**src/rtl/vga_pkg.sv**
```systemverilog
// vga_pkg: shared VGA timing defaults, coordinate type and timing helpers.
// No ports; imported by vga_sync_gen_if, vga_clk_div and vga_sync_gen.
package vga_pkg;

    localparam int DEF_CLK_DIV   = 4;
    localparam int DEF_H_VISIBLE = 640;
    localparam int DEF_H_FRONT   = 16;
    localparam int DEF_H_SYNC    = 96;
    localparam int DEF_H_BACK    = 48;
    localparam int DEF_V_VISIBLE = 480;
    localparam int DEF_V_FRONT   = 10;
    localparam int DEF_V_SYNC    = 2;
    localparam int DEF_V_BACK    = 33;
    localparam int MAX_TOTAL     = 1024;

    typedef logic [9:0] vga_coord_t;

    function automatic int h_total(int vis, int front, int sync, int back);
        return vis + front + sync + back;
    endfunction

    function automatic int v_total(int vis, int front, int sync, int back);
        return vis + front + sync + back;
    endfunction

    // True when p lies in the half-open window [lo, lo+len).
    function automatic logic in_win(int p, int lo, int len);
        return (p >= lo) && (p < lo + len);
    endfunction

endpackage

```
**src/rtl/vga_sync_gen_if.sv**
```systemverilog
// vga_sync_gen_if: raster timing bundle from the sync generator to the pixel stages.
// Signals: pos_h, pos_v (coordinates), blank, hsync, vsync, pix_tick, frame_start.
// Modports: master (generator drives), slave (colour stages consume).
interface vga_sync_gen_if;
    import vga_pkg::*;

    vga_coord_t pos_h;
    vga_coord_t pos_v;
    logic       blank;
    logic       hsync;
    logic       vsync;
    logic       pix_tick;
    logic       frame_start;

    modport master (output pos_h, pos_v, blank, hsync, vsync, pix_tick, frame_start);
    modport slave  (input  pos_h, pos_v, blank, hsync, vsync, pix_tick, frame_start);

endinterface

```
**src/rtl/vga_clk_div.sv**
```systemverilog
// vga_clk_div: pixel-rate strobe by integer division of the system clock.
// Ports: clk (system clock), rst (async active-high reset), tick (one-clk strobe every CLK_DIV clks).
module vga_clk_div #(
    parameter int CLK_DIV = vga_pkg::DEF_CLK_DIV
) (
    input  logic clk,
    input  logic rst,
    output logic tick
);
    localparam int W = (CLK_DIV > 1) ? $clog2(CLK_DIV) : 1;
    localparam logic [W-1:0] LAST = W'(CLK_DIV - 1);

    if (CLK_DIV < 1) begin : g_div_chk
        $error("vga_clk_div: CLK_DIV must be >= 1");
    end

    logic [W-1:0] cnt_q, cnt_d;
    logic         wrap;

    assign wrap  = cnt_q == LAST;
    assign cnt_d = wrap ? '0 : cnt_q + 1'b1;
    // Gated by rst so the strobe reads 0 while in reset, even when CLK_DIV=1.
    assign tick  = wrap & ~rst;

    always_ff @(posedge clk or posedge rst) begin
        if (rst) cnt_q <= '0;
        else     cnt_q <= cnt_d;
    end

endmodule

```
**src/rtl/vga_sync_gen.sv**
```systemverilog
// vga_sync_gen: raster timing generator (pixel position, blank, hsync, vsync, frame_start).
// Ports: clk (system clock), rst (async active-high reset),
//        vga_o (vga_sync_gen_if.master: pos_h, pos_v, blank, hsync, vsync, pix_tick, frame_start).
// Build option: VGA_SYNC_ALIGN_EN adds one clk register on hsync/vsync to line up with
//               the registered colour output of the downstream pixel stages.
module vga_sync_gen
    import vga_pkg::*;
#(
    parameter int CLK_DIV   = DEF_CLK_DIV,
    parameter int H_VISIBLE = DEF_H_VISIBLE,
    parameter int H_FRONT   = DEF_H_FRONT,
    parameter int H_SYNC    = DEF_H_SYNC,
    parameter int H_BACK    = DEF_H_BACK,
    parameter int V_VISIBLE = DEF_V_VISIBLE,
    parameter int V_FRONT   = DEF_V_FRONT,
    parameter int V_SYNC    = DEF_V_SYNC,
    parameter int V_BACK    = DEF_V_BACK,
    parameter bit SYNC_POL  = 1'b0
) (
    input  logic                  clk,
    input  logic                  rst,
    vga_sync_gen_if.master        vga_o
);
    localparam int H_TOTAL = h_total(H_VISIBLE, H_FRONT, H_SYNC, H_BACK);
    localparam int V_TOTAL = v_total(V_VISIBLE, V_FRONT, V_SYNC, V_BACK);
    localparam vga_coord_t H_LAST = vga_coord_t'(H_TOTAL - 1);
    localparam vga_coord_t V_LAST = vga_coord_t'(V_TOTAL - 1);

    if (H_TOTAL > MAX_TOTAL || V_TOTAL > MAX_TOTAL) begin : g_total_chk
        $error("vga_sync_gen: H_TOTAL and V_TOTAL must be <= 1024");
    end

    logic       tick;
    vga_coord_t pos_h_q, pos_h_d, pos_v_q, pos_v_d;
    logic       blank_q, blank_d, hs_q, hs_d, vs_q, vs_d, fs_q, fs_d;
    logic       h_wrap, v_wrap;

    vga_clk_div #(.CLK_DIV(CLK_DIV)) u_clk_div (
        .clk  (clk),
        .rst  (rst),
        .tick (tick)
    );

    // Decode from the next-state counters so the registered flags change on the
    // same edge as the coordinates; pos_v only moves at a line wrap, so vsync
    // edges land on pos_h = 0.
    always_comb begin
        h_wrap  = pos_h_q == H_LAST;
        v_wrap  = pos_v_q == V_LAST;
        pos_h_d = tick ? (h_wrap ? '0 : pos_h_q + 1'b1) : pos_h_q;
        pos_v_d = (tick && h_wrap) ? (v_wrap ? '0 : pos_v_q + 1'b1) : pos_v_q;
        fs_d    = tick & h_wrap & v_wrap;
        blank_d = (int'(pos_h_d) >= H_VISIBLE) || (int'(pos_v_d) >= V_VISIBLE);
        hs_d    = in_win(int'(pos_h_d), H_VISIBLE + H_FRONT, H_SYNC) ? SYNC_POL : ~SYNC_POL;
        vs_d    = in_win(int'(pos_v_d), V_VISIBLE + V_FRONT, V_SYNC) ? SYNC_POL : ~SYNC_POL;
    end

    always_ff @(posedge clk or posedge rst) begin
        if (rst) begin
            pos_h_q <= '0;
            pos_v_q <= '0;
            blank_q <= 1'b0;
            fs_q    <= 1'b0;
            hs_q    <= ~SYNC_POL;
            vs_q    <= ~SYNC_POL;
        end else begin
            pos_h_q <= pos_h_d;
            pos_v_q <= pos_v_d;
            blank_q <= blank_d;
            fs_q    <= fs_d;
            hs_q    <= hs_d;
            vs_q    <= vs_d;
        end
    end

`ifdef VGA_SYNC_ALIGN_EN
    logic hs_al_q, vs_al_q;

    always_ff @(posedge clk or posedge rst) begin
        if (rst) begin
            hs_al_q <= ~SYNC_POL;
            vs_al_q <= ~SYNC_POL;
        end else begin
            hs_al_q <= hs_q;
            vs_al_q <= vs_q;
        end
    end

    assign vga_o.hsync = hs_al_q;
    assign vga_o.vsync = vs_al_q;
`else
    assign vga_o.hsync = hs_q;
    assign vga_o.vsync = vs_q;
`endif

    assign vga_o.pos_h       = pos_h_q;
    assign vga_o.pos_v       = pos_v_q;
    assign vga_o.blank       = blank_q;
    assign vga_o.pix_tick    = tick;
    assign vga_o.frame_start = fs_q;

endmodule

```
**src/flat_wrapper.sv**
```systemverilog
// flat-port wrapper written by rule: the top's interface ports become plain ports
module vga_sync_gen_flat import vga_pkg::*;
#(
    parameter int CLK_DIV   = DEF_CLK_DIV,
    parameter int H_VISIBLE = DEF_H_VISIBLE,
    parameter int H_FRONT   = DEF_H_FRONT,
    parameter int H_SYNC    = DEF_H_SYNC,
    parameter int H_BACK    = DEF_H_BACK,
    parameter int V_VISIBLE = DEF_V_VISIBLE,
    parameter int V_FRONT   = DEF_V_FRONT,
    parameter int V_SYNC    = DEF_V_SYNC,
    parameter int V_BACK    = DEF_V_BACK,
    parameter bit SYNC_POL  = 1'b0
)
  (clk, rst, vga_o_pos_h, vga_o_pos_v, vga_o_blank, vga_o_hsync, vga_o_vsync, vga_o_pix_tick, vga_o_frame_start);
  vga_sync_gen_if vga_o_i ();
  input  logic clk;
  input  logic rst;
  output wire logic [$bits(vga_o_i.pos_h)-1:0] vga_o_pos_h;
  output wire logic [$bits(vga_o_i.pos_v)-1:0] vga_o_pos_v;
  output wire logic [$bits(vga_o_i.blank)-1:0] vga_o_blank;
  output wire logic [$bits(vga_o_i.hsync)-1:0] vga_o_hsync;
  output wire logic [$bits(vga_o_i.vsync)-1:0] vga_o_vsync;
  output wire logic [$bits(vga_o_i.pix_tick)-1:0] vga_o_pix_tick;
  output wire logic [$bits(vga_o_i.frame_start)-1:0] vga_o_frame_start;
  assign vga_o_pos_h = vga_o_i.pos_h;
  assign vga_o_pos_v = vga_o_i.pos_v;
  assign vga_o_blank = vga_o_i.blank;
  assign vga_o_hsync = vga_o_i.hsync;
  assign vga_o_vsync = vga_o_i.vsync;
  assign vga_o_pix_tick = vga_o_i.pix_tick;
  assign vga_o_frame_start = vga_o_i.frame_start;
  vga_sync_gen #(.CLK_DIV(CLK_DIV), .H_VISIBLE(H_VISIBLE), .H_FRONT(H_FRONT), .H_SYNC(H_SYNC), .H_BACK(H_BACK), .V_VISIBLE(V_VISIBLE), .V_FRONT(V_FRONT), .V_SYNC(V_SYNC), .V_BACK(V_BACK), .SYNC_POL(SYNC_POL)) u_core (.clk(clk), .rst(rst), .vga_o(vga_o_i));
endmodule
```
**config.mk**
```make
export PLATFORM = sky130hd
export DESIGN_NAME = vga_sync_gen_flat
export DESIGN_NICKNAME = d
export VERILOG_FILES = /design/src/rtl/vga_pkg.sv /design/src/rtl/vga_sync_gen_if.sv /design/src/rtl/vga_clk_div.sv /design/src/rtl/vga_sync_gen.sv /design/src/flat_wrapper.sv
export SDC_FILE = /design/constraint.sdc
export NUM_CORES = 1
export LEC_CHECK = 0
export BUFFER_PORTS_ARGS = -buffer_cell sky130_fd_sc_hd__buf_4
export CORE_ASPECT_RATIO = 0.9
export CORE_MARGIN = 2
export CORE_UTILIZATION = 45
export DETAILED_ROUTE_END_ITERATION = 8
export PLACE_DENSITY = 0.75
export SYNTH_ARGS = -nofsm -noshare
export SYNTH_HDL_FRONTEND = slang
export SYNTH_SLANG_ARGS = --single-unit
```
**constraint.sdc**
```tcl
create_clock -name clk -period 5.8 [get_ports clk]
set_input_delay 0.87 -clock clk [delete_from_list [all_inputs] [get_ports clk]]
set_output_delay 0.87 -clock clk [all_outputs]
set_load 0.01 [all_outputs]
```
==> results.toml <==
[logic_synthesis]
synth-main-ff-cell = "dfrtp_1"
synth_top_area_share = 0.393
synth_edf_count = 0
synthTopCellsByCount = "dfrtp_1, nand2_1, inv_1, nor2_1, o21ai_0"
yosysMostFrequentCell = "dfrtp_1"
synth-seq-cells = 26
synthTopCellsByArea = "dfrtp_1, nand2_1, dfstp_2"
synth-async-reset-ratio = 1.00
synth_area_per_cell_sq_um = 9.43
syn_inst = 162
yosysSeqAreaShare = 0.428
synth_warnings = 0
synth_top_area_cell = "dfrtp_1"
syn_area_sq_um = 1530
syn_nets = 168
ys_types = 47

[setup_path]
worst_ep_arrival_time_ps = 1530
cp_top_family = "buffers and inverters"
critPathKind = "in2out"
critPathSlowestCell = "nand2b_1"
cpMostUsedCell = "buf_4"
max_stage_delay_ps = 220
path_max_fanout = 7
path_cells = "buf_4 > nand2b_1 > inv_2 > buf_4"
critical_path_required_ps = 4930
endpoint_kind = "output port"
path_buf_inv = 3
critPathLaunchType = "primary input"

[layout]
fin_util = 0.553
final_layout_size_suffix_gt1_frac = 0.225
diodes = 0
area_delta_synth_final_pct = 19.5
nets = 194

[sta]
drv_slew = 0
grt_setup_unrepaired = "no"
fin_ws_ps = 3400
hold_violations = 0
fmax_mhz = 417
tightest_slew_ps = 946
setup_tns_ps = 0
fin_crit_ps = 2400
timing.slew.headroom = 0.368
fin_skew_ps = 7.54
whs_ps = 431
min_period_over_period = 0.413
setup_viol = 0

[global_route]
use_met1 = 0.260
grt_max_degree = 27
antenna_found_initial = 0
grt_overflow_total = 0
grt_pass1_vias = 1237
track_usage = 0.193
grt_pass1_wl_mm = 5.71
grt_busiest_layer = "met2"
grt_use_met2 = 0.319
grt.met3_usage = 0.0418

[die]
rows = 20
die_y_microns = 59.3
io_pins = 27
core-area_sq_um = 3300
start_util = 0.462
dieArea_sq_um = 3880
die_x_microns = 65.4

[hold_path]
hold_path.class = "reg2reg"

[clock_tree]
clk_latency_ps = 270
cts_max_level = 1
clock_path_buffers = 2
path_clk_slew_ps = 80
numCtsBuffers = 3
post_cts_buffers = 0
cts_root_buf = "clkbuf_8"
cts_sinks = 26
cts_tree = "yes"
ctsResizeCount = 0
ctsHoldBuffers = 0

[drt]
routed_wl_mm = 3.34
first_pass_iters = 4
drcViolationCount = 0
num_vias = 1353
wl_per_cell_microns = 14.4
drt_iter0_drc = 64
vias_per_cell = 5.86
antenna_left = 0

[status]
status = "finished, final reports clean"

[pwr]
vdd.ir_drop.worst_v = 0.000196
finalPower_mw = 0.418
powerDensity_nw_per_um2 = 229
p_leak_nw = 0.819

[placed_design]
io_buffers = 26
dp_hpwl_mm = 2.48
gp_congestion = 0.921
place_ws_ps = 3150

[job]
cap_violations = 0
area by class of cell:
type                    instances  area (sq um)
clock buffers                   3          41.3
clock inverters                 1          30.0
fillers                       315          1480
inverters                      10          37.5
multi-input cells             121           813
flip-flops and latches         26           653
well taps                      44          55.1
repair buffers                 26           195
worst register-to-register path, stage by stage, from the launching register on:
cell     delay (ps)
dfrtp_1         530
or4b_4          560
nor4_2          380
mux2_2          390
nor3_1          240
nand4_1         140
sequential cells by signal (all words and copies together) (netlist names):
name,count
u_core.vga_o.vsync,1
u_core.vga_o.blank,1
u_core.u_clk_div.cnt_q,2
u_core.vga_o.frame_start,1
u_core.vga_o.pos_v,10
u_core.vga_o.pos_h,10
u_core.vga_o.hsync,1
cell usage in the layout (no fill, tap or decap), drive strengths merged, types with 2 or more instances in the layout:
cell     n
nor2     9
inv     10
ha       4
nand4b   3
and4     2
mux2     2
a21oi    5
clkbuf   3
a221oi   2
xnor2    5
o31ai    2
o21ai   10
buf     26
xor2     4
nor3     9
a41oi    2
and3     3
dfrtp   24
nand2   18
nand3    7
and2     5
dfstp    2
or3      3
nand4    8
a21o     2
where the power goes:
group / internal, mW / total (mW) / switching, mW
Sequential: 0.192 / 0.216 / 0.0238
Clock: 0.0923 / 0.147 / 0.0551
Combinational: 0.0273 / 0.0554 / 0.0281
routing by layer:
| metal | vias up | share of wire |
|---|---|---|
| li1 | 644 | - |
| met1 | 654 | 0.44 |
| met2 | 49 | 0.48 |
| met3 | 6 | 0.063 |
| met4 | 0 | 0.012 |
| met5 | - | 0 |
cells by family after synthesis:
logic type,after synthesis,share of synthesized area
XOR/XNOR,9,0.0516
flip-flops,26,0.428
multiplexers,2,0.0147
buffers and inverters,15,0.0401
AND/OR/NAND/NOR,75,0.295
AO/OA/AOI/OAI,31,0.138
adder cells (fa/ha/maj),4,0.0328
through the flow:
| step | instance area, sq um | instances |
|---|---|---|
| after floorplan | 1530 | 162 |
| after global placement | 1750 | 227 |
| after detailed placement | 1750 | 227 |
| after CTS | 1830 | 231 |
| after global routing | 1830 | 231 |
| final | 1830 | 231 |
path summary, 6_finish.rpt:
| path | slack [ps] | to | from | depth (start not counted) |
|---|---|---|---|---|
| max reg2reg | 3480 | u_core.vga_o.vsync | u_core.vga_o.pos_h[7] | 5 |
| min reg2reg | 430 | u_core.u_clk_div.cnt_q[0] | u_core.u_clk_div.cnt_q[0] | 1 |
| max in group asynchronous | 4390 | u_core.vga_o.pos_h[7] | rst | 2 |
| min in group asynchronous | 830 | u_core.vga_o.pos_v[2] | rst | 2 |
| max | 3400 | vga_o_pix_tick | rst | 4 |
| min | 430 | u_core.u_clk_div.cnt_q[0] | u_core.u_clk_div.cnt_q[0] | 1 |
Note: power is estimated with default switching activity, not from simulation.
